File: src/rtl/mem_port_arbiter_pkg.sv
// Shared constants for the two-requester memory port arbiter: FSM state
// encodings, byte-enable width and the round-robin pick rule.
package mem_port_arbiter_pkg;

  localparam int WE_WIDTH = 4;

  typedef enum logic [1:0] {
    ST_IDLE   = 2'd0,
    ST_GRANT0 = 2'd1,
    ST_GRANT1 = 2'd2
  } arb_state_e;

  // Winner of an arbitration round: a lone requester always wins; when both
  // request, the one not served last wins.
  function automatic logic arb_pick(input logic req0, input logic req1,
                                    input logic last_grant);
    logic winner;
    if (req0 && req1) begin
      winner = ~last_grant;
    end else begin
      winner = req1;
    end
    return winner;
  endfunction

  // Grant state belonging to a requester index.
  function automatic arb_state_e grant_state(input logic idx);
    return idx ? ST_GRANT1 : ST_GRANT0;
  endfunction

endpackage

File: src/rtl/mem_port_arbiter_mux2.sv
// Two-input word multiplexer used to steer the granted requester's payload
// onto the shared memory port.
module mem_port_arbiter_mux2 #(
  parameter int WIDTH = 32
) (
  input  logic [WIDTH-1:0] a_i,
  input  logic [WIDTH-1:0] b_i,
  input  logic             sel_i,
  output logic [WIDTH-1:0] y_o
);

  // Select b when sel is high, otherwise a.
  always_comb begin
    y_o = sel_i ? b_i : a_i;
  end

endmodule

File: src/rtl/mem_port_arbiter.sv
// Round-robin arbiter sharing one memory port between instruction fetch
// (requester 0) and the data memory stage (requester 1). A grant is held
// until the memory acks; on ack the next grant is chosen in the same edge,
// so back-to-back transactions carry no idle bubble.
module mem_port_arbiter
  import mem_port_arbiter_pkg::*;
#(
  parameter int DATA_WIDTH = 32,
  parameter int ADDR_WIDTH = 30
) (
  input  logic                  clock,
  input  logic                  reset_n,
  // Requester 0: instruction fetch
  input  logic                  m0_req,
  input  logic [ADDR_WIDTH-1:0] m0_addr,
  input  logic [DATA_WIDTH-1:0] m0_wdata,
  input  logic [WE_WIDTH-1:0]   m0_we,
  output logic                  m0_ack,
  // Requester 1: data memory stage
  input  logic                  m1_req,
  input  logic [ADDR_WIDTH-1:0] m1_addr,
  input  logic [DATA_WIDTH-1:0] m1_wdata,
  input  logic [WE_WIDTH-1:0]   m1_we,
  output logic                  m1_ack,
  // Read data broadcast to both requesters
  output logic [DATA_WIDTH-1:0] m_rdata,
  // Shared memory port
  output logic                  s_req,
  output logic [ADDR_WIDTH-1:0] s_addr,
  output logic [DATA_WIDTH-1:0] s_wdata,
  output logic [WE_WIDTH-1:0]   s_we,
  input  logic [DATA_WIDTH-1:0] s_rdata,
  input  logic                  s_ack
);

  arb_state_e           state_q, state_d;
  logic                 last_grant_q, last_grant_d;
  logic                 grant_sel_q, grant_sel_d;
  logic                 any_req;
  logic [WE_WIDTH-1:0]  mux_we;

  assign any_req = m0_req | m1_req;

  // Next-state and round-robin bookkeeping.
  // NOTE: every signal gets its default first so no path leaves it unassigned
  // and no latch is inferred.
  always_comb begin
    state_d      = state_q;
    last_grant_d = last_grant_q;
    unique case (state_q)
      ST_IDLE: begin
        if (any_req) begin
          state_d = grant_state(arb_pick(m0_req, m1_req, last_grant_q));
        end
      end
      ST_GRANT0, ST_GRANT1: begin
        // Grant is held until the memory completes; a dropped request is
        // ignored so the in-flight transaction is never abandoned.
        if (s_ack) begin
          last_grant_d = (state_q == ST_GRANT1);
          if (any_req) begin
            state_d = grant_state(arb_pick(m0_req, m1_req, last_grant_d));
          end else begin
            state_d = ST_IDLE;
          end
        end
      end
      default: state_d = ST_IDLE;
    endcase
    grant_sel_d = (state_d == ST_GRANT1);
  end

  // State, last-served requester and registered payload select.
  // NOTE: state registers use non-blocking assignments so every flop samples
  // pre-edge values; the async reset puts the arbiter idle with requester 0
  // favoured for the first round.
  always_ff @(posedge clock or negedge reset_n) begin
    if (!reset_n) begin
      state_q      <= ST_IDLE;
      last_grant_q <= 1'b1;
      grant_sel_q  <= 1'b0;
    end else begin
      state_q      <= state_d;
      last_grant_q <= last_grant_d;
      grant_sel_q  <= grant_sel_d;
    end
  end

  mem_port_arbiter_mux2 #(.WIDTH(ADDR_WIDTH)) u_mux_addr (
    .a_i   (m0_addr),
    .b_i   (m1_addr),
    .sel_i (grant_sel_q),
    .y_o   (s_addr)
  );

  mem_port_arbiter_mux2 #(.WIDTH(DATA_WIDTH)) u_mux_wdata (
    .a_i   (m0_wdata),
    .b_i   (m1_wdata),
    .sel_i (grant_sel_q),
    .y_o   (s_wdata)
  );

  mem_port_arbiter_mux2 #(.WIDTH(WE_WIDTH)) u_mux_we (
    .a_i   (m0_we),
    .b_i   (m1_we),
    .sel_i (grant_sel_q),
    .y_o   (mux_we)
  );

  // Port outputs: write enables are forced off while idle so no stray write
  // reaches memory; acks are routed only to the requester holding the grant.
  always_comb begin
    s_req   = (state_q != ST_IDLE);
    s_we    = s_req ? mux_we : '0;
    m0_ack  = s_ack && (state_q == ST_GRANT0);
    m1_ack  = s_ack && (state_q == ST_GRANT1);
    m_rdata = s_rdata;
  end

endmodule

File: config.mk
export PLATFORM = sky130hd
export DESIGN_NAME = mem_port_arbiter
export DESIGN_NICKNAME = d
export VERILOG_FILES = /design/src/rtl/mem_port_arbiter_pkg.sv /design/src/rtl/mem_port_arbiter_mux2.sv /design/src/rtl/mem_port_arbiter.sv
export SDC_FILE = /design/constraint.sdc
export NUM_CORES = 1
export LEC_CHECK = 0
export CAP_MARGIN = 20
export CORE_AREA = 2 2 104 106
export DETAILED_ROUTE_END_ITERATION = 12
export DIE_AREA = 0 0 106 108
export HOLD_SLACK_MARGIN = 0.1
export PLACE_DENSITY_LB_ADDON = 0.15
export RECOVER_POWER = 50
export SYNTH_ARGS = -nofsm -noshare
export SYNTH_HDL_FRONTEND = slang
export SYNTH_SLANG_ARGS = --single-unit
File: constraint.sdc
create_clock -name clock -period 2.8 [get_ports clock]
set_input_delay 0.56 -clock clock [delete_from_list [all_inputs] [get_ports clock]]
set_output_delay 0.56 -clock clock [all_outputs]
set_load 0.03 [all_outputs]
==> impl_metrics.toml, run 1 <==
[status]
status = "completed"

[placement]
place.gp.congestion = 0.775
placed_cells_incl_taps = 443
dp_hpwl_um = 5320
post-place-ws_ns = 0.300
portBuffers = 205

[yosys]
synth_compound_area_share_pct = 3.39
yosysWarnings = 0
syn-num-nets = 312
yosys.area_share.simple_pct = 5.09
netlist_area_um2 = 1480
postSynthCellCount = 139
synth_mux_area_share_pct = 60.0
synth_top_family_by_area = "multiplexers"
syn_area_per_cell_um2 = 10.6
ys_seq_area_share_pct = 6.87
synth_fa_ha_area_share_pct = 3.39
synthXorXnorAreaFrac_pct = 0
ys_seq_elements = 4
yosys.cell_types.count = 22

[setup_path]
r2r-end = "grant_sel_q$_DFF_PN0_"
critPathCaptureType = "output pin"
rrSetupSlack_ns = 1.32
critPathKind = "in -> out"
worst_r2r_startpoint = "state_q[0]$_DFF_PN0_"
reg2reg_depth = 5
path_max_fanout = 7
critPathMaxStageDelay_ns = 0.73
cp_slowest_cell = "dlygate4sd3_1"
start_kind = "input pin"
arrival_ns = 2.07
crit_path_frequent_cell = "dlygate4sd3_1"
worstPathRequired_ns = 2.24
crit_chain = "dlygate4sd3_1 -> and2_1 -> dlygate4sd3_1"

[sta]
finClkSkew_ns = 0.00595
rsz0062_at_grt = "no"
drv_slew = 0
setup_tns_ns = 0
finalWorstPathRequiredPeriod_ns = 2.63
fin_ws_ns = 0.168
fmax_mhz = 380
relSlewSlack_pct = 75.8
timing_hold_violations_final = 0
hold_ws_ns = 0.620
setup_viol = 0
finalCritPeriodShare_pct = 94.0
tightest_slew_ns = 0.362

[run]
cap_viol_max_count = 0

[finish]
mostFrequentLayoutCells = "189 x clkdlybuf4s50_1, 36 x mux2_4, 27 x mux2_2, 16 x dlygate4sd3_1, 6 x nor2_1"
diodes = 0
regArea_um2 = 105
final_cells = 447
layout.nets = 485
syn_to_final_growth_pct = 136
multiInputGateArea_um2 = 1050
drive_above_1_share_pct = 22.8
final_common_cell = "clkdlybuf4s50_1"
fillers = 1068

[global_route]
antenna_found_initial = 1
grt_pass1_wl_um = 8560
grt_usage_pct = 9.39
grt_pass1_vias = 1662
grt_max_degree = 32
globalRouteOverflowTotal = 0

[route]
routedLengthMet1_um = 2020
initialDrtViolationCount = 32
vias = 1681
wl_met2_um = 3130
viasPerCell = 3.76
drt_pass1_iterations = 4
top_layer_used = "met5"
ant_nets = 0
wl_per_cell_um = 13.7
drc = 0
met3_length_um = 940
drt-total-wl_um = 6130

[clock_tree]
clock_sinks = 4
cts_root_buffer = "clkbuf_8"
h-tree-depth = 1
cts_buffers = 3
cts.clk_slew.worst_paths_ns = 0.03
post_cts_resized = 0
clk_latency_ns = 0.21
hold_buffers = 0
post_cts_buffers = 0
cts_tree = "built"
clock_path_buffers = 2

[hold_path]
worstHoldPathType = "in -> async"

[floorplanning]
start_util_pct = 14.4
chipWidth_um = 106
fp-row-count = 37
core_area_um2 = 10200
die_h_um = 108
pin_count = 270
die_area_um2 = 11400

[power_and_ir_drop]
powerDensity_nw_per_um2 = 639
p_leak_nw = 1.37
max-vdd-ir-drop_mv = 0.448
[routing by layer]
metal / GRT usage (%) / vias up
li1: - / 798
met1: 9.12 / 741
met2: 17.8 / 136
met3: 5.61 / 4
met4: 0.752 / 2
met5: 0 / -
[worst max-delay path by stage]
| stage | from | end | slack (ns) | depth (start not counted) |
|---|---|---|---|---|
| floorplan | grant_sel_q$_DFF_PN0_ | s_we[0] | 1.03 | 4 |
| global placement | s_ack | m1_ack | 0.31 | 3 |
| detailed placement | s_ack | m0_ack | 0.30 | 3 |
| CTS | grant_sel_q$_DFF_PN0_ | s_addr[17] | 0.14 | 3 |
| global route | s_ack | m0_ack | 0.09 | 3 |
| finish | s_ack | m0_ack | 0.17 | 3 |
[worst max-delay path, delay by kind of cell]
kind	cells	cell delay [ns]
AND/OR/NAND/NOR	1	0.15
buffers and inverters	2	1.36
[metrics by stage]
step | power, mW | instance area (um^2) | utilization, %
finish | 2.22 | 3480 | 34.0
global placement | 2.17 | 3440 | 33.6
detailed placement | 2.16 | 3440 | 33.6
global route | 2.35 | 3480 | 34.0
CTS | 2.30 | 3480 | 34.0
floorplan | 1.47 | 1480 | -
[sequential cells by signal, indices dropped and copies added, names as in the netlist]
signal,flops
last_grant_q,1
grant_sel_q,1
state_q,2
[cell families (layout without fill, tap and decap cells)]
family,count (synthesis),in the layout
buf+inv,42,214
simple gates,16,16
compound gates,6,6
flops,4,4
mux,67,67
fa+ha+maj,4,4
[synthesized netlist by cell type (all sizes together)]
| master | instances | area [um^2] |
|---|---|---|
| and2 | 3 | 18.8 |
| mux2i | 4 | 40.0 |
| nor2 | 6 | 22.5 |
| o32ai | 1 | 16.3 |
| dfstp | 1 | 26.3 |
| dfrtp | 3 | 75.1 |
| mux2 | 63 | 845 |
| a31oi | 1 | 6.26 |
| nand2 | 4 | 15.0 |
| nand2b | 1 | 6.26 |
| a2bb2oi | 1 | 8.76 |
| nor2b | 2 | 12.5 |
| ha | 4 | 50.1 |
| o22ai | 1 | 6.26 |
| buf | 39 | 303 |
| a22oi | 1 | 7.51 |
| o21ai | 1 | 5.00 |
| inv | 3 | 11.3 |
[final cells by class]
cell class                 count  area share, %
sequential                     4           3.02
clock buffer                   4           1.30
tap                          136           4.90
timing repair buffer         207           60.2
multi-input combinational     93           30.3
inverter                       3          0.324
[power breakdown]
part / switching [mW] / leakage [nW] / internal, mW
clock network: 0.0274 / 0.0228 / 0.0970
registers: 0.0508 / 0.0472 / 0.0911
logic: 0.946 / 1.30 / 1.01
Power figures use the tool's default switching activity.
==> run 2, diff against run 1 <==
--- a/config.mk
+++ b/config.mk
@@ -10,8 +10,10 @@
 export DETAILED_ROUTE_END_ITERATION = 12
 export DIE_AREA = 0 0 106 108
 export HOLD_SLACK_MARGIN = 0.1
+export MAX_ROUTING_LAYER = met4
 export PLACE_DENSITY_LB_ADDON = 0.15
 export RECOVER_POWER = 50
+export SETUP_SLACK_MARGIN = 0.05
 export SYNTH_ARGS = -nofsm -noshare
 export SYNTH_HDL_FRONTEND = slang
 export SYNTH_SLANG_ARGS = --single-unit
==> run 2 against run 1 <==
Clock power about the same. Global-route usage up 0.26 points. Critical endpoint unchanged. First-iteration DRC count down 13%. Core utilization about the same. Critical path type unchanged. Sequential share of layout area about the same.
==> impl_metrics.toml, run 2 (synthesis results as in run 1) <==
[placement]
placed_cell_area_um2 = 3440
dp_hpwl_um = 5320
place.gp.congestion = 0.786
portBuffers = 205

[setup_path]
arrival_ns = 2.07
critPathKind = "in -> out"
cp_slowest_cell = "dlygate4sd3_1"
critPathCaptureType = "output pin"
start_kind = "input pin"
crit_chain = "dlygate4sd3_1 -> and2_1 -> dlygate4sd3_1"
worstPathRequired_ns = 2.24
crit_path_frequent_cell = "dlygate4sd3_1"
critPathMaxStageDelay_ns = 0.73
reg2reg_depth = 5
path_max_fanout = 7

[sta]
finalCritPeriodShare_pct = 94.0
relSlewSlack_pct = 75.5
rsz0062_at_grt = "no"
timing_hold_violations_final = 0
tightest_slew_ns = 0.367
finalWorstPathRequiredPeriod_ns = 2.63
hold_ws_ns = 0.620
setup_tns_ns = 0
setup_viol = 0
finClkSkew_ns = 0.00596
fmax_mhz = 380
drv_slew = 0

[power_and_ir_drop]
powerDensity_nw_per_um2 = 639
max-vdd-ir-drop_mv = 0.448
p_leak_nw = 1.37

[clock_tree]
cts_tree = "built"
cts_root_buffer = "clkbuf_8"
h-tree-depth = 1
cts_buffers = 3
hold_buffers = 0
post_cts_buffers = 0
clock_path_buffers = 2
clk_latency_ns = 0.21
post_cts_resized = 0
clock_sinks = 4
cts.clk_slew.worst_paths_ns = 0.03

[global_route]
grt_usage_pct = 9.65
antenna_found_initial = 1
grt_pass1_vias = 1663
grt_pass1_wl_um = 8540
grt_max_degree = 32
globalRouteOverflowTotal = 0

[floorplanning]
die_h_um = 108
core_area_um2 = 10200
chipWidth_um = 106
start_util_pct = 14.4
die_area_um2 = 11400
fp-row-count = 37
pin_count = 270

[route]
drt-total-wl_um = 6130
ant_nets = 0
drc = 0
routedLengthMet1_um = 2070
initialDrtViolationCount = 28
top_layer_used = "met4"
wl_met2_um = 3140
drt_pass1_iterations = 4
wl_per_cell_um = 13.7
vias = 1680
viasPerCell = 3.75
met3_length_um = 891

[finish]
layout.nets = 485
largest_reg_flops = 2
mostFrequentLayoutCells = "189 x clkdlybuf4s50_1, 36 x mux2_4, 27 x mux2_2, 16 x dlygate4sd3_1, 6 x nor2_1"
fin_area_um2 = 3480
final_common_cell = "clkdlybuf4s50_1"
fillers = 1068
syn_to_final_growth_pct = 136
regMostFlops = "state_q"
final_util_pct = 34.0
reg_top3 = "state_q x2, grant_sel_q x1, last_grant_q x1"
drive_above_1_share_pct = 22.8

[run]
cap_viol_max_count = 0

[hold_path]
worstHoldPathType = "in -> async"

[status]
status = "completed"
run 2: final cells by class:
cell class,instances,area [um^2],area share (%)
tap,136,170,4.89
inverter,3,11.3,0.324
antenna,1,2.50,0.0719
timing repair buffer,207,2090,60.1
sequential,4,105,3.02
multi-input combinational,93,1050,30.3
clock buffer,4,45.0,1.29
run 2: where the power goes:
| part | total [mW] | switching, mW | internal (mW) |
|---|---|---|---|
| Sequential | 0.142 | 0.0510 | 0.0911 |
| Clock | 0.124 | 0.0274 | 0.0970 |
| Combinational | 1.96 | 0.946 | 1.01 |
| Total | 2.22 | 1.02 | 1.20 |
run 2: stage by stage:
step	total power, mW	setup WS (ns)	cells
2_1_floorplan	1.47	1.03	139
3_3_place_gp	2.17	0.310	443
3_5_place_dp	2.16	0.300	443
4_1_cts	2.30	0.141	447
5_1_grt	2.35	0.0924	448
6_report	2.22	0.169	448
run 2: worst paths after layout:
path / start / endpoint / slack (ns)
max: s_ack / m0_ack / 0.17
min: reset_n / state_q[0]$_DFF_PN0_ / 0.62
max reg2reg: state_q[0]$_DFF_PN0_ / grant_sel_q$_DFF_PN0_ / 1.32
min reg2reg: last_grant_q$_DFFE_PN1P_ / last_grant_q$_DFFE_PN1P_ / 0.62
max in group asynchronous: reset_n / last_grant_q$_DFFE_PN1P_ / 1.93
min in group clock: last_grant_q$_DFFE_PN1P_ / last_grant_q$_DFFE_PN1P_ / 0.62
run 2: critical path, delay by kind of cell:
family | cells | cell delay [ns]
buffers and inverters | 2 | 1.36
AND/OR/NAND/NOR | 1 | 0.15
run 2: metal layers:
metal / track usage (%) / vias up
li1: - / 800
met4: 0.752 / 0
met3: 5.06 / 2
met1: 9.41 / 742
met2: 17.8 / 136
met5: - / -
==> run 3, diff against run 2 <==
--- a/config.mk
+++ b/config.mk
@@ -6,9 +6,9 @@
 export NUM_CORES = 1
 export LEC_CHECK = 0
 export CAP_MARGIN = 20
-export CORE_AREA = 2 2 104 106
+export CORE_AREA = 2 2 106 108
 export DETAILED_ROUTE_END_ITERATION = 12
-export DIE_AREA = 0 0 106 108
+export DIE_AREA = 0 0 108 110
 export HOLD_SLACK_MARGIN = 0.1
 export MAX_ROUTING_LAYER = met4
 export PLACE_DENSITY_LB_ADDON = 0.15
==> constraint.sdc (replaced) <==
create_clock -name clock -period 2.2 [get_ports clock]
set_input_delay 0.44 -clock clock [delete_from_list [all_inputs] [get_ports clock]]
set_output_delay 0.44 -clock clock [all_outputs]
set_load 0.03 [all_outputs]
==> run 3 against run 2 <==
Register-to-register slack worse by 0.60 ns. Critical path depth stayed put. Sequential power is 6% higher. Sequential cell count stayed put. First-iteration DRC count is 14% higher. Die area is 3.8% higher. Core utilization is 2.2 points lower. Critical path type is now reg -> out. Highest routed layer unchanged. Routed wire length is 10% lower. Via count is 0.36% lower. Sequential share of layout area is 0.072 points higher. Power is 18% higher.
==> impl_metrics.toml, run 3 (synthesis results as in run 1) <==
[status]
status = "completed"

[floorplanning]
die_area_um2 = 11900
chipWidth_um = 108
pin_count = 270
fp-row-count = 38
start_util_pct = 13.8
die_h_um = 110
core_area_um2 = 10700

[power_and_ir_drop]
p_int_mw = 1.34
power.clock.fraction_pct = 6.2
p_leak_nw = 1.44
pwr-share-comb_pct = 88.1
powerDensity_nw_per_um2 = 774
switching_share_pct = 48.8
pwr-share-seq_pct = 5.7
max-vdd-ir-drop_mv = 0.338
p_sw_mw = 1.28

[global_route]
grt_usage_pct = 7.94
grt_pass1_wl_um = 7470
antenna_found_initial = 0
globalRouteOverflowTotal = 0
grt_max_degree = 35
grt_pass1_vias = 1604

[route]
viasPerCell = 3.71
drc = 0
wl_per_cell_um = 12.2
initialDrtViolationCount = 32
drt-total-wl_um = 5490
ant_nets = 0
drt_pass1_iterations = 2
vias = 1674

[sta]
fmax_mhz = 480
drv_slew = 0
rsz0062_at_grt = "no"
setup_viol = 0
timing_hold_violations_final = 0
finClkSkew_ns = 0.00500
finalWorstPathRequiredPeriod_ns = 2.08
setup_tns_ns = 0
tightest_slew_ns = 0.385
finalCritPeriodShare_pct = 94.6
relSlewSlack_pct = 74.4

[run]
cap_viol_max_count = 0

[setup_path]
worst_r2r_startpoint = "state_q[1]$_DFF_PN0_"
rrSetupSlack_ns = 0.72
start_kind = "register"
cp-startpoint = "grant_sel_q$_DFF_PN0_"
critPathCaptureType = "output pin"
critPathKind = "reg -> out"
path_max_fanout = 34
arrival_ns = 1.64
r2r-end = "grant_sel_q$_DFF_PN0_"
critPathCapture = "s_wdata[31]"
reg2reg_depth = 5
worstPathRequired_ns = 1.76

[clock_tree]
clock_path_buffers = 2
cts.clk_slew.worst_paths_ns = 0.03
hold_buffers = 0
clock_sinks = 4
cts_tree = "built"
cts_root_buffer = "clkbuf_8"
cts_buffers = 3
h-tree-depth = 1
clk_latency_ns = 0.22
post_cts_buffers = 0

[hold_path]
worstHoldPathType = "in -> async"

[finish]
reg_top3 = "state_q x2, grant_sel_q x1, last_grant_q x1"
regMostFlops = "state_q"
final_util_pct = 31.8
syn_to_final_growth_pct = 130
diodes = 0
largest_reg_flops = 2
final_common_cell = "clkdlybuf4s50_1"
drive_above_1_share_pct = 23.8
layout.nets = 485
mostFrequentLayoutCells = "134 x clkdlybuf4s50_1, 55 x dlygate4sd2_1, 33 x mux2_4, 24 x mux2_2"

[placement]
portBuffers = 205
dp_hpwl_um = 4660
place.gp.congestion = 0.660
-- run 3: cell count changes in the layout (fill, tap and decap cells not counted) --
cell,change
dlygate4sd2_1,+55
mux2_1,+6
clkbuf_1,+5
mux2_2,-3
diode_2,-1
buf_12,+4
buf_4,+5
dlygate4sd3_1,-14
clkdlybuf4s50_1,-55
mux2_4,-3
-- run 3: how the worst min path moves through the flow --
stage / startpoint / endpoint / slack, ns / cells after the start
final: reset_n / state_q[0]$_DFF_PN0_ / 0.50 / 1
after global routing: reset_n / state_q[0]$_DFF_PN0_ / 0.52 / 1
after CTS: reset_n / state_q[0]$_DFF_PN0_ / 0.43 / 1
after detailed placement: last_grant_q$_DFFE_PN1P_ / last_grant_q$_DFFE_PN1P_ / 0.62 / 1
after global placement: last_grant_q$_DFFE_PN1P_ / last_grant_q$_DFFE_PN1P_ / 0.62 / 1
after floorplan: reset_n / grant_sel_q$_DFF_PN0_ / 0.14 / 0
-- run 3: timing repair --
item | in CTS | in global routing
setup endpoints to repair | 55 | 0
resized for setup | 55 | 0
endpoints found under the hold margin | 0 | 0
-- run 3: critical path, cell delays in order, from the launching register on --
cell           delay [ns]
dfrtp_4              0.43
buf_12               0.24
mux2_2               0.36
dlygate4sd2_1        0.36
-- run 3: layer usage --
metal	up-vias	global-route usage, %	wire (um)
met4	0	0.916	2
met2	132	14.6	2710
li1	800	-	-
met1	740	8.09	1900
met5	-	-	0
met3	2	3.47	879
-- run 3: final cells by class --
type / count / area [um^2]
Tap cell: 140 / 175
Timing Repair Buffer: 207 / 2020
Multi-Input combinational cell: 93 / 1040
Fill cell: 1131 / 7300
Inverter: 3 / 11.3
Clock buffer: 4 / 45.0
Sequential cell: 4 / 105
-- run 3: through the flow --
| step | cell area, um^2 | total power, mW | hold slack (ns) | setup slack (ns) | instances |
|---|---|---|---|---|---|
| after global placement | 3460 | 2.76 | 0.622 | 0.0245 | 447 |
| after CTS | 3430 | 2.74 | 0.431 | 0.0993 | 451 |
| after detailed placement | 3460 | 2.75 | 0.618 | 0.0356 | 447 |
| after floorplan | 1480 | 1.87 | 0.144 | 0.552 | 139 |
| after global routing | 3400 | 2.79 | 0.516 | 0.0685 | 451 |
| final | 3400 | 2.63 | 0.499 | 0.118 | 451 |
-- run 3: power by group through the flow --
stage,clock (mW),combinational (mW),sequential [mW]
final,0.162,2.32,0.151
after global routing,0.174,2.46,0.156
after CTS,0.170,2.43,0.150
after detailed placement,0,2.60,0.151
after global placement,0,2.61,0.151
after floorplan,0,1.74,0.131
==> patch: new RTL, settings of run 3 <==
`ADDR_WIDTH`: 30 -> 15.
--- a/src/rtl/mem_port_arbiter.sv
+++ b/src/rtl/mem_port_arbiter.sv
@@ -7,5 +7,5 @@
 #(
   parameter int DATA_WIDTH = 32,
-  parameter int ADDR_WIDTH = 30
+  parameter int ADDR_WIDTH = 15
 ) (
   input  logic                  clock,
Interface: changed (resized m0_addr, m1_addr and s_addr); port bits go from 270 to 225. The function was not compared with the original's and may differ.
==> patch against run 3 <==
Count of clock-buffer cells in the layout unchanged; setup slack improved by 0.020 ns; power decreased by 17%; fmax increased by 0.97%; synthesized area decreased by 22%; first-iteration DRC count decreased by 50%; sequential cell count unchanged; wire length decreased by 10%; final area decreased by 20%; critical path type unchanged; largest power group unchanged; highest routed layer unchanged.
==> patch: results <==
group,metric,value,unit
finish,nets,396,
route,drt_wl_total,4930,um
route,first_pass_iters,4,
logic_synthesis,synth_nets,266,
global_route,grt_usage,7.32,%
power_and_ir_drop,vdd_drop_max,0.280,mV
global_route,use_met2,14.3,%
logic_synthesis,synth_cell_types,20,
timing,skew,0.00265,ns
finish,final_layout_size_suffix_gt1_share,27.8,%
placed_design,preCtsSetupSlack,0.0292,ns
route,drtIter0Drc,16,
status,status,"completed",
logic_synthesis,synth_area_leaders,"mux2_2 (47%), buf_4 (24%), dfrtp_1 (6.5%), ha_1 (4.3%), mux2i_1 (3.5%)",
global_route,antenna_found_initial,0,
global_route,grt_util_met1,7.30,%
placed_design,dp_hpwl,4190,um
route,post_drt_via_cell_ratio,3.43,
placed_design,gp_congestion,0.656,
global_route,grt_max_degree,34,
power_and_ir_drop,p_leak,0.00110,uW
setup_path,crit_fanout,33,
setup_path,worstPathArrival,1.62,ns
logic_synthesis,ys_top_cells_by_count,"mux2_2 (48), buf_4 (37), nor2_1 (6)",
finish,fillers,1185,
global_route,grt_pass1_wl,6690,um
power_and_ir_drop,swShare,48.2,%
timing,slew_headroom,74.6,%
setup_path,slowest_stage,"dfrtp_1",
placed_design,port_buffers,160,
global_route,met3_usage,1.94,%
## patch: changes by cell type after synthesis, sizes merged
| cell | before | now |
|---|---|---|
| buf | 39 | 38 |
| mux2 | 63 | 48 |
## patch: final cells by class
type	count	area share [%]
multi-input combinational	78	27.5
inverter	3	0.414
tap	140	6.44
timing repair buffer	163	60.3
clock buffer	4	1.66
sequential	4	3.72
## patch: metal layers
layer  part of all wire, %  up-vias
met5                     0        -
met4                  0.26        0
met3                    12        2
met2                    55       88
met1                    33      600
li1                      -      654
## patch: power by group through the flow
stage	sequential, uW	clock [uW]	combinational (uW)
finish	139	162	1880
floorplan	128	0	1310
CTS	141	169	1950
global placement	142	0	2090
global route	145	172	2000
detailed placement	142	0	2080
## patch: path summary, 6_finish.rpt
kind / start / to / slack (ns)
worst max-delay path: grant_sel_q / s_addr[12] / 0.14
max in group asynchronous: reset_n / last_grant_q / 1.46
min in group clock: last_grant_q / last_grant_q / 0.62
worst max register to register: state_q[1] / grant_sel_q / 0.71
worst min-delay path: reset_n / grant_sel_q / 0.50
worst min register to register: last_grant_q / last_grant_q / 0.62
## patch: worst reg2reg max path, stage by stage, from the launching register on
cell and delay [ns]:
dfrtp_1 0.41, inv_1 0.12, ha_1 0.32, inv_2 0.06, o32ai_1 0.35, and2_0 0.17
## patch: logic make-up (layout without fill, tap and decap cells)
| family | count (synthesis) | in the layout | synth area share [%] |
|---|---|---|---|
| fa+ha+maj | 4 | 4 | 4.35 |
| mux | 52 | 52 | 50.4 |
| buf+inv | 41 | 170 | 25.5 |
| simple gates | 16 | 16 | 6.52 |
| compound gates | 6 | 6 | 4.35 |
| flops | 4 | 4 | 8.80 |
## patch: what timing repair did
| item | 4_1_cts | 5_1_grt |
|---|---|---|
| resized for setup | 37 | 0 |
| setup endpoints to repair | 37 | 0 |
| setup buffers | 0 | 0 |
## patch: metrics by stage
step                      instances  instance area, um2  hold slack [ns]
after global routing            392                2720            0.515
after CTS                       392                2740            0.432
after floorplan                 123                1150            0.144
after detailed placement        388                2740            0.618
after global placement          388                2740            0.625
final                           392                2720            0.499
